### src/rtl/fir_coeff_load_ctrl_if.sv
// Coefficient stream interface for the FIR coefficient reload controller.
// Ports: coeff_valid / coeff_data from source, coeff_ready from controller.
interface fir_coeff_load_ctrl_if #(
   parameter int NB_COEFF = 8
) ();

   logic                coeff_valid;
   logic [NB_COEFF-1:0] coeff_data;
   logic                coeff_ready;

   // Source of the coefficient stream
   modport master (
      output coeff_valid,
      output coeff_data,
      input  coeff_ready
   );

   // Reload controller
   modport slave (
      input  coeff_valid,
      input  coeff_data,
      output coeff_ready
   );

endinterface

### src/rtl/fir_coeff_load_ctrl.sv
// Sequences FIR coefficient reloads: stall, write bank, flush, resume.
// Ports: clock, i_reset, i_enable, i_load_start, coeff_if (stream),
//        o_coeff_we/addr/data (bank write), o_fir_enable, o_fir_flush,
//        o_busy, o_done. All outputs are registered.
module fir_coeff_load_ctrl #(
   parameter int NB_COEFF = 8,
   parameter int N_COEFF  = 6,
   parameter int NB_ADDR  = 3,
   parameter int N_FLUSH  = 6
) (
   input  logic                clock,
   input  logic                i_reset,
   input  logic                i_enable,
   input  logic                i_load_start,
   fir_coeff_load_ctrl_if.slave coeff_if,
   output logic                o_coeff_we,
   output logic [NB_ADDR-1:0]  o_coeff_addr,
   output logic [NB_COEFF-1:0] o_coeff_data,
   output logic                o_fir_enable,
   output logic                o_fir_flush,
   output logic                o_busy,
   output logic                o_done
);

   localparam int NB_FLUSH = (N_FLUSH > 1) ? $clog2(N_FLUSH) : 1;

   localparam logic [NB_ADDR-1:0]  LAST_COEFF = NB_ADDR'(N_COEFF - 1);
   localparam logic [NB_FLUSH-1:0] LAST_FLUSH = NB_FLUSH'(N_FLUSH - 1);

   typedef enum logic [1:0] {
      RUN   = 2'd0,
      LOAD  = 2'd1,
      FLUSH = 2'd2
   } state_e;

   state_e              state_q, state_d;
   logic [NB_ADDR-1:0]  ccnt_q, ccnt_d;
   logic [NB_FLUSH-1:0] fcnt_q, fcnt_d;
   logic                we_q, we_d;
   logic [NB_ADDR-1:0]  addr_q, addr_d;
   logic [NB_COEFF-1:0] data_q, data_d;
   logic                en_q, en_d;
   logic                flush_q, flush_d;
   logic                busy_q, busy_d;
   logic                done_q, done_d;
   logic                ready_q, ready_d;
   logic                hs;

   // Handshake uses the registered ready, so the first LOAD cycle
   // never accepts a word.
   assign hs = ready_q & coeff_if.coeff_valid & (state_q == LOAD);

   always_comb begin
      state_d = state_q;
      ccnt_d  = ccnt_q;
      fcnt_d  = fcnt_q;
      we_d    = 1'b0;
      addr_d  = addr_q;
      data_d  = data_q;
      en_d    = en_q;
      flush_d = 1'b0;
      busy_d  = busy_q;
      done_d  = 1'b0;
      ready_d = 1'b0;
      unique case (state_q)
         RUN: begin
            en_d   = i_enable;
            busy_d = 1'b0;
            // A load request wins over the enable request.
            if (i_load_start) begin
               state_d = LOAD;
               ccnt_d  = '0;
               en_d    = 1'b0;
               busy_d  = 1'b1;
            end
         end
         LOAD: begin
            en_d    = 1'b0;
            busy_d  = 1'b1;
            ready_d = 1'b1;
            if (hs) begin
               we_d   = 1'b1;
               addr_d = ccnt_q;
               data_d = coeff_if.coeff_data;
               if (ccnt_q == LAST_COEFF) begin
                  // Last write strobe overlaps the first flush cycle.
                  state_d = FLUSH;
                  fcnt_d  = '0;
                  ready_d = 1'b0;
                  en_d    = 1'b1;
                  flush_d = 1'b1;
               end else begin
                  ccnt_d = ccnt_q + NB_ADDR'(1);
               end
            end
         end
         FLUSH: begin
            en_d    = 1'b1;
            flush_d = 1'b1;
            busy_d  = 1'b1;
            if (fcnt_q == LAST_FLUSH) begin
               state_d = RUN;
               flush_d = 1'b0;
               busy_d  = 1'b0;
               done_d  = 1'b1;
               en_d    = i_enable;
            end else begin
               fcnt_d = fcnt_q + NB_FLUSH'(1);
            end
         end
         default: begin
            state_d = RUN;
         end
      endcase
   end

   always_ff @(posedge clock) begin
      if (i_reset) begin
         state_q <= RUN;
         ccnt_q  <= '0;
         fcnt_q  <= '0;
         we_q    <= 1'b0;
         addr_q  <= '0;
         data_q  <= '0;
         en_q    <= 1'b0;
         flush_q <= 1'b0;
         busy_q  <= 1'b0;
         done_q  <= 1'b0;
         ready_q <= 1'b0;
      end else begin
         state_q <= state_d;
         ccnt_q  <= ccnt_d;
         fcnt_q  <= fcnt_d;
         we_q    <= we_d;
         addr_q  <= addr_d;
         data_q  <= data_d;
         en_q    <= en_d;
         flush_q <= flush_d;
         busy_q  <= busy_d;
         done_q  <= done_d;
         ready_q <= ready_d;
      end
   end

   assign coeff_if.coeff_ready = ready_q;
   assign o_coeff_we   = we_q;
   assign o_coeff_addr = addr_q;
   assign o_coeff_data = data_q;
   assign o_fir_enable = en_q;
   assign o_fir_flush  = flush_q;
   assign o_busy       = busy_q;
   assign o_done       = done_q;

endmodule
### src/flat_wrapper.sv
// flat-port wrapper written by rule: the top's interface ports become plain ports
module fir_coeff_load_ctrl_flat 
#(
   parameter int NB_COEFF = 8,
   parameter int N_COEFF  = 6,
   parameter int NB_ADDR  = 3,
   parameter int N_FLUSH  = 6
)
  (clock, i_reset, i_enable, i_load_start, o_coeff_we, o_coeff_addr, o_coeff_data, o_fir_enable, o_fir_flush, o_busy, o_done, coeff_if_coeff_valid, coeff_if_coeff_data, coeff_if_coeff_ready);
  fir_coeff_load_ctrl_if #(.NB_COEFF(NB_COEFF)) coeff_if_i ();
  input  logic clock;
  input  logic i_reset;
  input  logic i_enable;
  input  logic i_load_start;
  output logic o_coeff_we;
  output logic [NB_ADDR-1:0] o_coeff_addr;
  output logic [NB_COEFF-1:0] o_coeff_data;
  output logic o_fir_enable;
  output logic o_fir_flush;
  output logic o_busy;
  output logic o_done;
  input wire logic [$bits(coeff_if_i.coeff_valid)-1:0] coeff_if_coeff_valid;
  input wire logic [$bits(coeff_if_i.coeff_data)-1:0] coeff_if_coeff_data;
  output wire logic [$bits(coeff_if_i.coeff_ready)-1:0] coeff_if_coeff_ready;
  assign coeff_if_i.coeff_valid = coeff_if_coeff_valid;
  assign coeff_if_i.coeff_data = coeff_if_coeff_data;
  assign coeff_if_coeff_ready = coeff_if_i.coeff_ready;
  fir_coeff_load_ctrl #(.NB_COEFF(NB_COEFF), .N_COEFF(N_COEFF), .NB_ADDR(NB_ADDR), .N_FLUSH(N_FLUSH)) u_core (.clock(clock), .i_reset(i_reset), .i_enable(i_enable), .i_load_start(i_load_start), .coeff_if(coeff_if_i), .o_coeff_we(o_coeff_we), .o_coeff_addr(o_coeff_addr), .o_coeff_data(o_coeff_data), .o_fir_enable(o_fir_enable), .o_fir_flush(o_fir_flush), .o_busy(o_busy), .o_done(o_done));
endmodule
### config.mk
export PLATFORM = sky130hd
export DESIGN_NAME = fir_coeff_load_ctrl_flat
export DESIGN_NICKNAME = d
export VERILOG_FILES = /design/src/rtl/fir_coeff_load_ctrl_if.sv /design/src/rtl/fir_coeff_load_ctrl.sv /design/src/flat_wrapper.sv
export SDC_FILE = /design/constraint.sdc
export NUM_CORES = 1
export LEC_CHECK = 0
export ABC_CLOCK_PERIOD_IN_PS = 1300
export CORE_MARGIN = 10
export CORE_UTILIZATION = 39
export DETAILED_ROUTE_END_ITERATION = 10
export GPL_ROUTABILITY_DRIVEN = 0
export PLACE_DENSITY = 0.77
export SYNTH_ARGS = -nofsm -noshare
export SYNTH_HDL_FRONTEND = slang
export SYNTH_SLANG_ARGS = --single-unit
### constraint.sdc
create_clock -name clock -period 1.3 [get_ports clock]
set_input_delay 0.325 -clock clock [delete_from_list [all_inputs] [get_ports clock]]
set_output_delay 0.325 -clock clock [all_outputs]
set_load 0.01 [all_outputs]
# Yosys cells after proc, flatten, opt, wreduce, memory -nomap -nowiden
# Index checks and enable logic that the tools add are counted.
# classes
addsub,2
n_eq_ne,10
n_mux,26
bitwise,4
reduce_logical,10
# op_table
cell,n
2-to-1 mux 3 bit,6
one-hot mux 3 bit (2 select lines),2
AND reduction 4 bit,3
2-to-1 mux 1 bit,10
2-to-1 mux 2 bit,4
"inequality test 2 bit, second input constant",4
"adder 3 x 1 -> 3 bit, second input constant",2
"equality test 3 bit, second input constant",2
one-hot mux 1 bit (3 select lines),2
one-hot mux 2 bit (3 select lines),1
"inequality test 2 x 1 -> 1 bit, second input constant",2
nonzero test 2 bit,2
OR reduction 2 bit,2
nonzero test 3 bit,1
AND 1 bit,2
"equality test 2 x 1 -> 1 bit, second input constant",1
"equality test 2 bit, second input constant",1
logical NOT 2 bit,1
inverter 1 bit,2
one-hot mux 1 bit (2 select lines),1
AND reduction 2 bit,1
# totals
reg_bits,25
inputBits,13

# Longest topological paths before layout
# Gate-level depths: netlist of the first run.
# logic_depth
word_depth,4
mapped_depth,7
ltp_nobuf,5

# Least setup slack after synthesis of the first run
# Ideal clock, no wire load.
# synth_path
path_kind,flip-flop to flip-flop
from,register u_core.ccnt_q[1]
to,register u_core.ccnt_q[2]
t_arrival_ns,1.292
path_slack_ns,-0.063
path_stages_with_launch,6
path_buffers,0
period_less_slack_ns,1.363
cell_sequence,dfxtp_1 -> inv_1 -> ha_1 -> and3_1 -> nor4b_2 -> mux2i_1
# synth_via
elab_chain_cells,4
# synth_lines
element,line,source
"start, declared",fir_coeff_load_ctrl.sv:37,"logic [NB_ADDR-1:0] ccnt_q, ccnt_d;"
"start signal, assigned",fir_coeff_load_ctrl.sv:132,ccnt_q <= ccnt_d;
adder 3 x 1 -> 3 bit,fir_coeff_load_ctrl.sv:93,ccnt_d = ccnt_q + NB_ADDR'(1);
2-to-1 mux 3 bit,fir_coeff_load_ctrl.sv:85,if (ccnt_q == LAST_COEFF) begin
2-to-1 mux 3 bit,fir_coeff_load_ctrl.sv:81,if (hs) begin
one-hot mux 3 bit (2 select lines),fir_coeff_load_ctrl.sv:65,unique case (state_q)
# Several ways; a longest one is shown, not always the timed one. The select of a mux whose other input is x is not followed.
# A chain may end at the register's enable or synchronous reset.

# Worst setup path after layout of the first run
# layout_path
from,register u_core.state_q[1]
to,register u_core.ccnt_q[2]
# layout_via
elab_chain_cells,4
# layout_lines
element,line,source
"start, declared",fir_coeff_load_ctrl.sv:36,"state_e state_q, state_d;"
"start signal, assigned",fir_coeff_load_ctrl.sv:131,state_q <= state_d;
equality test 2 x 1 -> 1 bit,"fir_coeff_load_ctrl.sv:51, fir_coeff_load_ctrl.sv:65",
AND 1 bit,fir_coeff_load_ctrl.sv:51,assign hs = ready_q & coeff_if.coeff_valid & (state_q == LOAD);
inequality test 2 x 1 -> 1 bit (no line),-,
AND reduction 4 bit (no line),-,
# Several ways; a longest one is shown, not always the timed one.

==> results of run 1 <==
## logic make-up (layout without fill, tap and decap cells)
group	Yosys count	after routing	share of synthesized area
compound gates	32	32	0.189
buf+inv	14	65	0.0557
flops	25	25	0.413
simple gates	50	50	0.211
fa+ha+maj	8	8	0.0826
mux	6	6	0.0495
## worst paths after layout
| path | from | endpoint | slack (ns) | cells past startpoint |
|---|---|---|---|---|
| max | u_core.state_q[1] | u_core.ccnt_q[2] | -0.15 | 5 |
| min | u_core.o_coeff_data[0] | u_core.o_coeff_data[0] | 0.46 | 2 |
| max reg2reg | u_core.state_q[1] | u_core.ccnt_q[2] | -0.15 | 5 |
| min reg2reg | u_core.o_coeff_data[0] | u_core.o_coeff_data[0] | 0.46 | 2 |
## sequential cells by signal (all words and copies together), names as in the netlist
register / count
u_core.o_coeff_data: 8
u_core.ccnt_q: 3
u_core.fcnt_q: 3
u_core.o_coeff_addr: 3
u_core.state_q: 2
u_core.coeff_if.coeff_ready: 1
u_core.o_busy: 1
u_core.o_coeff_we: 1
u_core.o_done: 1
u_core.o_fir_enable: 1
u_core.o_fir_flush: 1
## layer usage
| layer | part of all wire | vias to the layer above |
|---|---|---|
| met4 | 0.012 | 0 |
| met2 | 0.51 | 32 |
| met1 | 0.42 | 537 |
| met5 | 0 | - |
| li1 | - | 575 |
| met3 | 0.056 | 6 |
## per-stage QoR
step                 util  setup WS (ns)  setup TNS [ns]  hold slack [ns]
global route        0.628         -0.230           -1.43            0.488
finish              0.628         -0.147          -0.538            0.461
global placement    0.573         -0.313           -5.83            0.443
floorplan               -        -0.0130         -0.0391            0.461
detailed placement  0.573         -0.350           -6.20            0.446
CTS                 0.603        -0.0995          -0.404            0.463
## layout by cell type, fill, tap and decap left out, types with 4 or more instances in the layout
cell and n:
nand2_1 26, dfxtp_1 21, buf_4 18, a21oi_1 12
clkdlybuf4s50_1 12, clkdlybuf4s15_1 7, inv_1 6, dlygate4sd2_1 6
nor2_1 5, nand3b_1 5, o211ai_1 5, mux2i_1 5
buf_6 5, ha_4 4, clkbuf_2 4
## final cells by class
type / instances / area, um^2
clock buffers: 3 / 22.5
clock inverters: 1 / 7.51
fillers: 266 / 1120
inverters: 8 / 35.0
multi-input cells: 96 / 795
flip-flops and latches: 25 / 510
well taps: 33 / 41.3
repair buffers: 53 / 474
## power groups by stage
stage / logic (mW) / clock network, mW / registers (mW)
6_report: 0.694 / 0.346 / 0.842
5_1_grt: 0.751 / 0.384 / 0.847
4_1_cts: 0.601 / 0.367 / 0.842
3_5_place_dp: 0.577 / 0 / 0.850
3_3_place_gp: 0.556 / 0 / 0.847
2_1_floorplan: 0.338 / 0 / 0.861
## worst min-delay path: stages, from the launching register on
cell     delay [ns]
dfxtp_1        0.33
nand2_1        0.05
a21oi_1        0.05
## timing repair
action                     in CTS  in global routing
pin swaps                       5                  7
hold buffers                    0                  0
hold endpoints to repair        0                  0
setup endpoints to repair      37                 34
gates resized for setup        34                 27
buffers inserted                1                  3
==> metrics.txt, run 1 <==
total power draw=1.88 mW; # IOs=30; crit path cell chain=inv_4, ha_4, and3_4, nor4b_4, mux2i_1; Worst Path Buf+Inv=1; Via density=5.25; Clk pwr share=0.184; Finished Cell Area=1890 um^2; Core Region=3000 um^2; CTS clk-pin slew, worst paths=0.14 ns; Warnings, synthesis=0; Post-synth ARST share=0; outcome=finished, violations left; met1 Use GR=0.122; register bit total from synthesis=25; post-synth top area share=0.413; post-synthesis average cell area=8.98 um^2; first-pass GRT wire length=5370 um; P_leak=0.741 nW; placed cells=211; Post-synth top cells=26 x nand2_1, 25 x dfxtp_1, 12 x a21oi_1, 8 x ha_1, 8 x inv_1; grt total ovfl=0; number of synthesized flops with an enable pin=0; Setup WS post-layout=-0.147 ns; antenna cells=0; clock period minus worst slack=1.45 ns; CP max-delay cell=dfxtp_4; vias in the first global route=1,192; layout cells sized above 1=0.312; NumNets Final=208; IO buf count=29; via count=1,150; post-synth cell types=32; Worst-Skew Late Latency=0.31 ns; Largest delay share family, worst path=simple AND/OR/NAND/NOR gates; Total GRT Usage=0.116; Gate power share=0.369; Die Ht=75.8 um; Clock Tree Buf Depth=2; DP HPWL=2530 um; die area=5740 um^2; slowest stage delay, CP=0.41 ns; crit-path max FO=9; Slew headroom=0.811; DRC Markers=0; RSZ-0062 raised after global routing=yes; Gate Count Post-Synth=135; Worst Setup Start Kind=flop; Crit path required time=1.55 ns; clock root buffer master=clkbuf_4; Slew @ Worst Pin=0.278 ns; pwr dens=998 nW/um^2; post-route clock period utilization=1.11; 1st-pass router iterations=4; initial antenna violation count=0; Synth area leaders=dfxtp_1 41%, ha_1 8.3%, nand2_1 8.0%; register area share after synthesis=0.413; GRT met2 Usage=0.224; cell-internal power=1.30 mW; Initial Util=0.404; Sw Ratio=0.310; Worst IR Drop VDD=0.632 mV; Iteration-0 DRC Markers=58; final hold vios=0; M3 GR Usage=0.0313; syn_nets=156; largest net degree at the start of global routing=16; final setup vio count=7; CP Data Arrival Time=1.70 ns; row count=20; width of the die=75.8 um; Fmax achieved=691 MHz; area delta synth->final=55.5%; Pins Over Slew Limit=0; WL per Instance=15.7 um; Maximum Capacitance Violations=0; Final Non-Filler Cells=219; CTS H-tree depth=1; violated checks=negative setup slack; Total Wirelength=3440 um; area leader, netlist=dfxtp_1; worst min path class=flop to flop; CTS tree=done; Post-DRT Antenna Nets=0; Psw=584 uW; skew final=0.00438 ns; Crit Path Class=flop to flop; synthesized area=1210 um^2; most numerous cell in the Yosys netlist=nand2_1; critical path capture point type=flop; gr busiest metal=met2; TritonCTS Buffers=3; sequential share of power=0.448; Synth Flop Type=dfxtp_1; DP Area=1720 um^2; clock sinks=25
(Power assumes the default switching activity.)
==> run 2, diff against run 1 <==
--- a/config.mk
+++ b/config.mk
@@ -6,11 +6,13 @@
 export NUM_CORES = 1
 export LEC_CHECK = 0
 export ABC_CLOCK_PERIOD_IN_PS = 1300
+export CELL_PAD_IN_SITES_DETAIL_PLACEMENT = 1
+export CELL_PAD_IN_SITES_GLOBAL_PLACEMENT = 2
 export CORE_MARGIN = 10
-export CORE_UTILIZATION = 39
+export CORE_UTILIZATION = 25
 export DETAILED_ROUTE_END_ITERATION = 10
 export GPL_ROUTABILITY_DRIVEN = 0
-export PLACE_DENSITY = 0.77
+export PLACE_DENSITY = 0.82
 export SYNTH_ARGS = -nofsm -noshare
 export SYNTH_HDL_FRONTEND = slang
 export SYNTH_SLANG_ARGS = --single-unit
==> run 2 against run 1 <==
Against the previous run:
- the flow still finishes with violations (negative setup slack)
- non-clock buffer count decreased by 3
- first-iteration DRC count decreased by 60%
- register-to-register slack improved by 0.02 ns
- sequential cell count unchanged
- worst setup slack improved by 0.020 ns
- clock power increased by 39%
- via count decreased by 1.2%
- sequential power about the same
- count of clock-buffer cells in the layout increased by 1
- critical path depth unchanged
- sequential share of layout area decreased by 0.63 points
- critical path type unchanged
==> metrics.txt, run 2 (same netlist as run 1, synthesis figures left out) <==
Worst Path Buf+Inv=1 (unchanged); Hold Path End=u_core.o_coeff_data[1]; initial antenna violation count=0 (unchanged); 1st-pass router iterations=3 (-1); RSZ-0062 raised after global routing=yes; Iteration-0 DRC Markers=23 (-60%); most frequent cells in the layout=26 x nand2_1, 21 x dfxtp_1, 18 x dlygate4sd2_1, 15 x buf_4, 11 x a21oi_1; Post-DRT Antenna Nets=0 (unchanged); CP dominant cell by count=a21boi_4; RR Endpoint=u_core.fcnt_q[0]; Via density=4.54 (-13%); origin of the worst min-delay path=u_core.o_coeff_data[1]; Fin Setup TNS=-0.439 ns (+0.0984 ns); clock root buffer master=clkbuf_8; worst min path class=flop to flop; cts-stage hold buffer count=0 (unchanged); width of the die=89.6 um (+18%); R2R depth=5 (unchanged); die area=8040 um^2 (+40%); P_leak=0.793 nW (+7.0%); final setup vio count=6 (-1); Core Region=4720 um^2 (+57%); WL per Instance=15.5 um (-1.5%); Total Wirelength=3870 um (+12%); Total GRT Usage=0.101 (-0.0158); crit path cell chain=inv_4, ha_4, a21boi_4, a21boi_4, mux2i_1; Worst-Skew Late Latency=0.28 ns (-0.03 ns); violated checks=negative setup slack; Largest delay share family, worst path=compound AO/OA/AOI/OAI gates; pwr dens=1060 nW/um^2 (+5.8%); CTS tree=done; first-pass GRT wire length=6300 um (+17%); Initial Util=0.257 (-0.147); Clock Tree Buf Depth=2 (unchanged); Crit path required time=1.50 ns (-0.05 ns); hold depth=2 (unchanged); Die Ht=89.6 um (+18%); # IOs=30 (unchanged); total power draw=2.04 mW (+8.3%); CP max-delay cell=dfxtp_4; post-route clock period utilization=1.10 (-0.0156); commonest non-fill, non-tap cell in the layout=nand2_1; CP Data Arrival Time=1.62 ns (-0.08 ns); worst r2r src=u_core.state_q[0]; CTS clk-pin slew, worst paths=0.09 ns (-0.05 ns); DP HPWL=2940 um (+16%); NumNets Final=205 (-1.4%); final hold vios=0 (unchanged); CTS H-tree depth=1 (unchanged); grt total ovfl=0 (unchanged); slowest stage delay, CP=0.38 ns (-0.03 ns); Fmax achieved=701 MHz (+1.4%); critical path capture point type=flop; crit-path max FO=4 (-5); IO buf count=29 (unchanged); Worst IR Drop VDD=0.453 mV (-28%); skew final=0.00791 ns (+0.00354 ns); via count=1,136 (-1.2%); post-place setup slack=-0.387 ns (-0.0365 ns); largest net degree at the start of global routing=16 (unchanged); Slew headroom=0.783 (-0.0275); Worst Setup Start Kind=flop; DRC Markers=0 (unchanged); row count=25 (+25%); clock period minus worst slack=1.43 ns (-0.0203 ns); Setup WS post-layout=-0.126 ns (+0.0203 ns); clock sinks=25 (unchanged); Largest register FFs=8 (unchanged); Filler cells=541 (+100%); Pins Over Slew Limit=0 (unchanged); reg2reg setup slack=-0.13 ns (+0.02 ns); vias in the first global route=1,264 (+6.0%); layout cells sized above 1=0.273 (-0.0386); TritonCTS Buffers=3 (unchanged); Crit Path Class=flop to flop; Maximum Capacitance Violations=0 (unchanged); Slew @ Worst Pin=0.325 ns (+0.0466 ns); antenna cells=0 (unchanged); outcome=finished, violations left; area delta synth->final=59.2%
==> run 2: cell types whose count changed in the layout (fill, tap and decap cells not counted), sizes merged, moves of 2 or more <==
cell	change
clkdlybuf4s50	-2
clkdlybuf4s15	-7
clkbuf	-3
buf	-3
dlygate4sd2	+12
==> run 2: metrics by stage <==
stage,hold slack (ns),util,instances,cell area (um^2)
floorplan,0.461,-,135,1260
global placement,0.440,0.373,243,1760
detailed placement,0.451,0.373,243,1760
CTS,0.461,0.398,250,1880
global route,0.478,0.409,250,1930
finish,0.456,0.409,250,1930
==> run 2: worst max path at each step <==
stage | start | end | slack (ns) | cells past startpoint
floorplan | u_core.state_q[0] | u_core.fcnt_q[0] | -0.01 | 5
global placement | coeff_if_coeff_valid | u_core.state_q[0] | -0.31 | 4
detailed placement | coeff_if_coeff_valid | u_core.state_q[0] | -0.39 | 4
CTS | u_core.state_q[0] | u_core.fcnt_q[0] | -0.11 | 5
global route | u_core.state_q[0] | u_core.fcnt_q[0] | -0.17 | 5
finish | u_core.state_q[0] | u_core.fcnt_q[0] | -0.13 | 5
==> run 2: per-layer routing <==
metal | GRT usage | part of all wire
met4 | 0.0434 | 0.015
met5 | 0 | 0
met1 | 0.113 | 0.44
met3 | 0.0307 | 0.074
met2 | 0.172 | 0.47
==> run 2: cell type report <==
| class | instances | area (um^2) | share of cell area |
|---|---|---|---|
| Multi-Input combinational cell | 96 | 791 | 0.410 |
| Sequential cell | 25 | 510 | 0.264 |
| Timing Repair Buffer | 50 | 468 | 0.242 |
| Tap cell | 67 | 83.8 | 0.0434 |
| Clock buffer | 4 | 45.0 | 0.0233 |
| Inverter | 8 | 32.5 | 0.0169 |
==> run 2: where the power goes <==
part           total [mW]  internal (mW)  switching (mW)
logic               0.713          0.379           0.334
clock network       0.482          0.220           0.262
registers           0.842          0.806          0.0362
total                2.04           1.41           0.632
==> run 2: worst min-delay path, stage by stage (launching register included) <==
cell and delay (ns):
dfxtp_1 0.32, nand2_1 0.05, a21oi_1 0.05
==> run 2: timing repair <==
action | CTS | global route
pin swaps | 6 | 3
buffers inserted | 3 | 0
gates cloned | 0 | 0
setup endpoints to repair | 38 | 22
resized for setup | 34 | 10
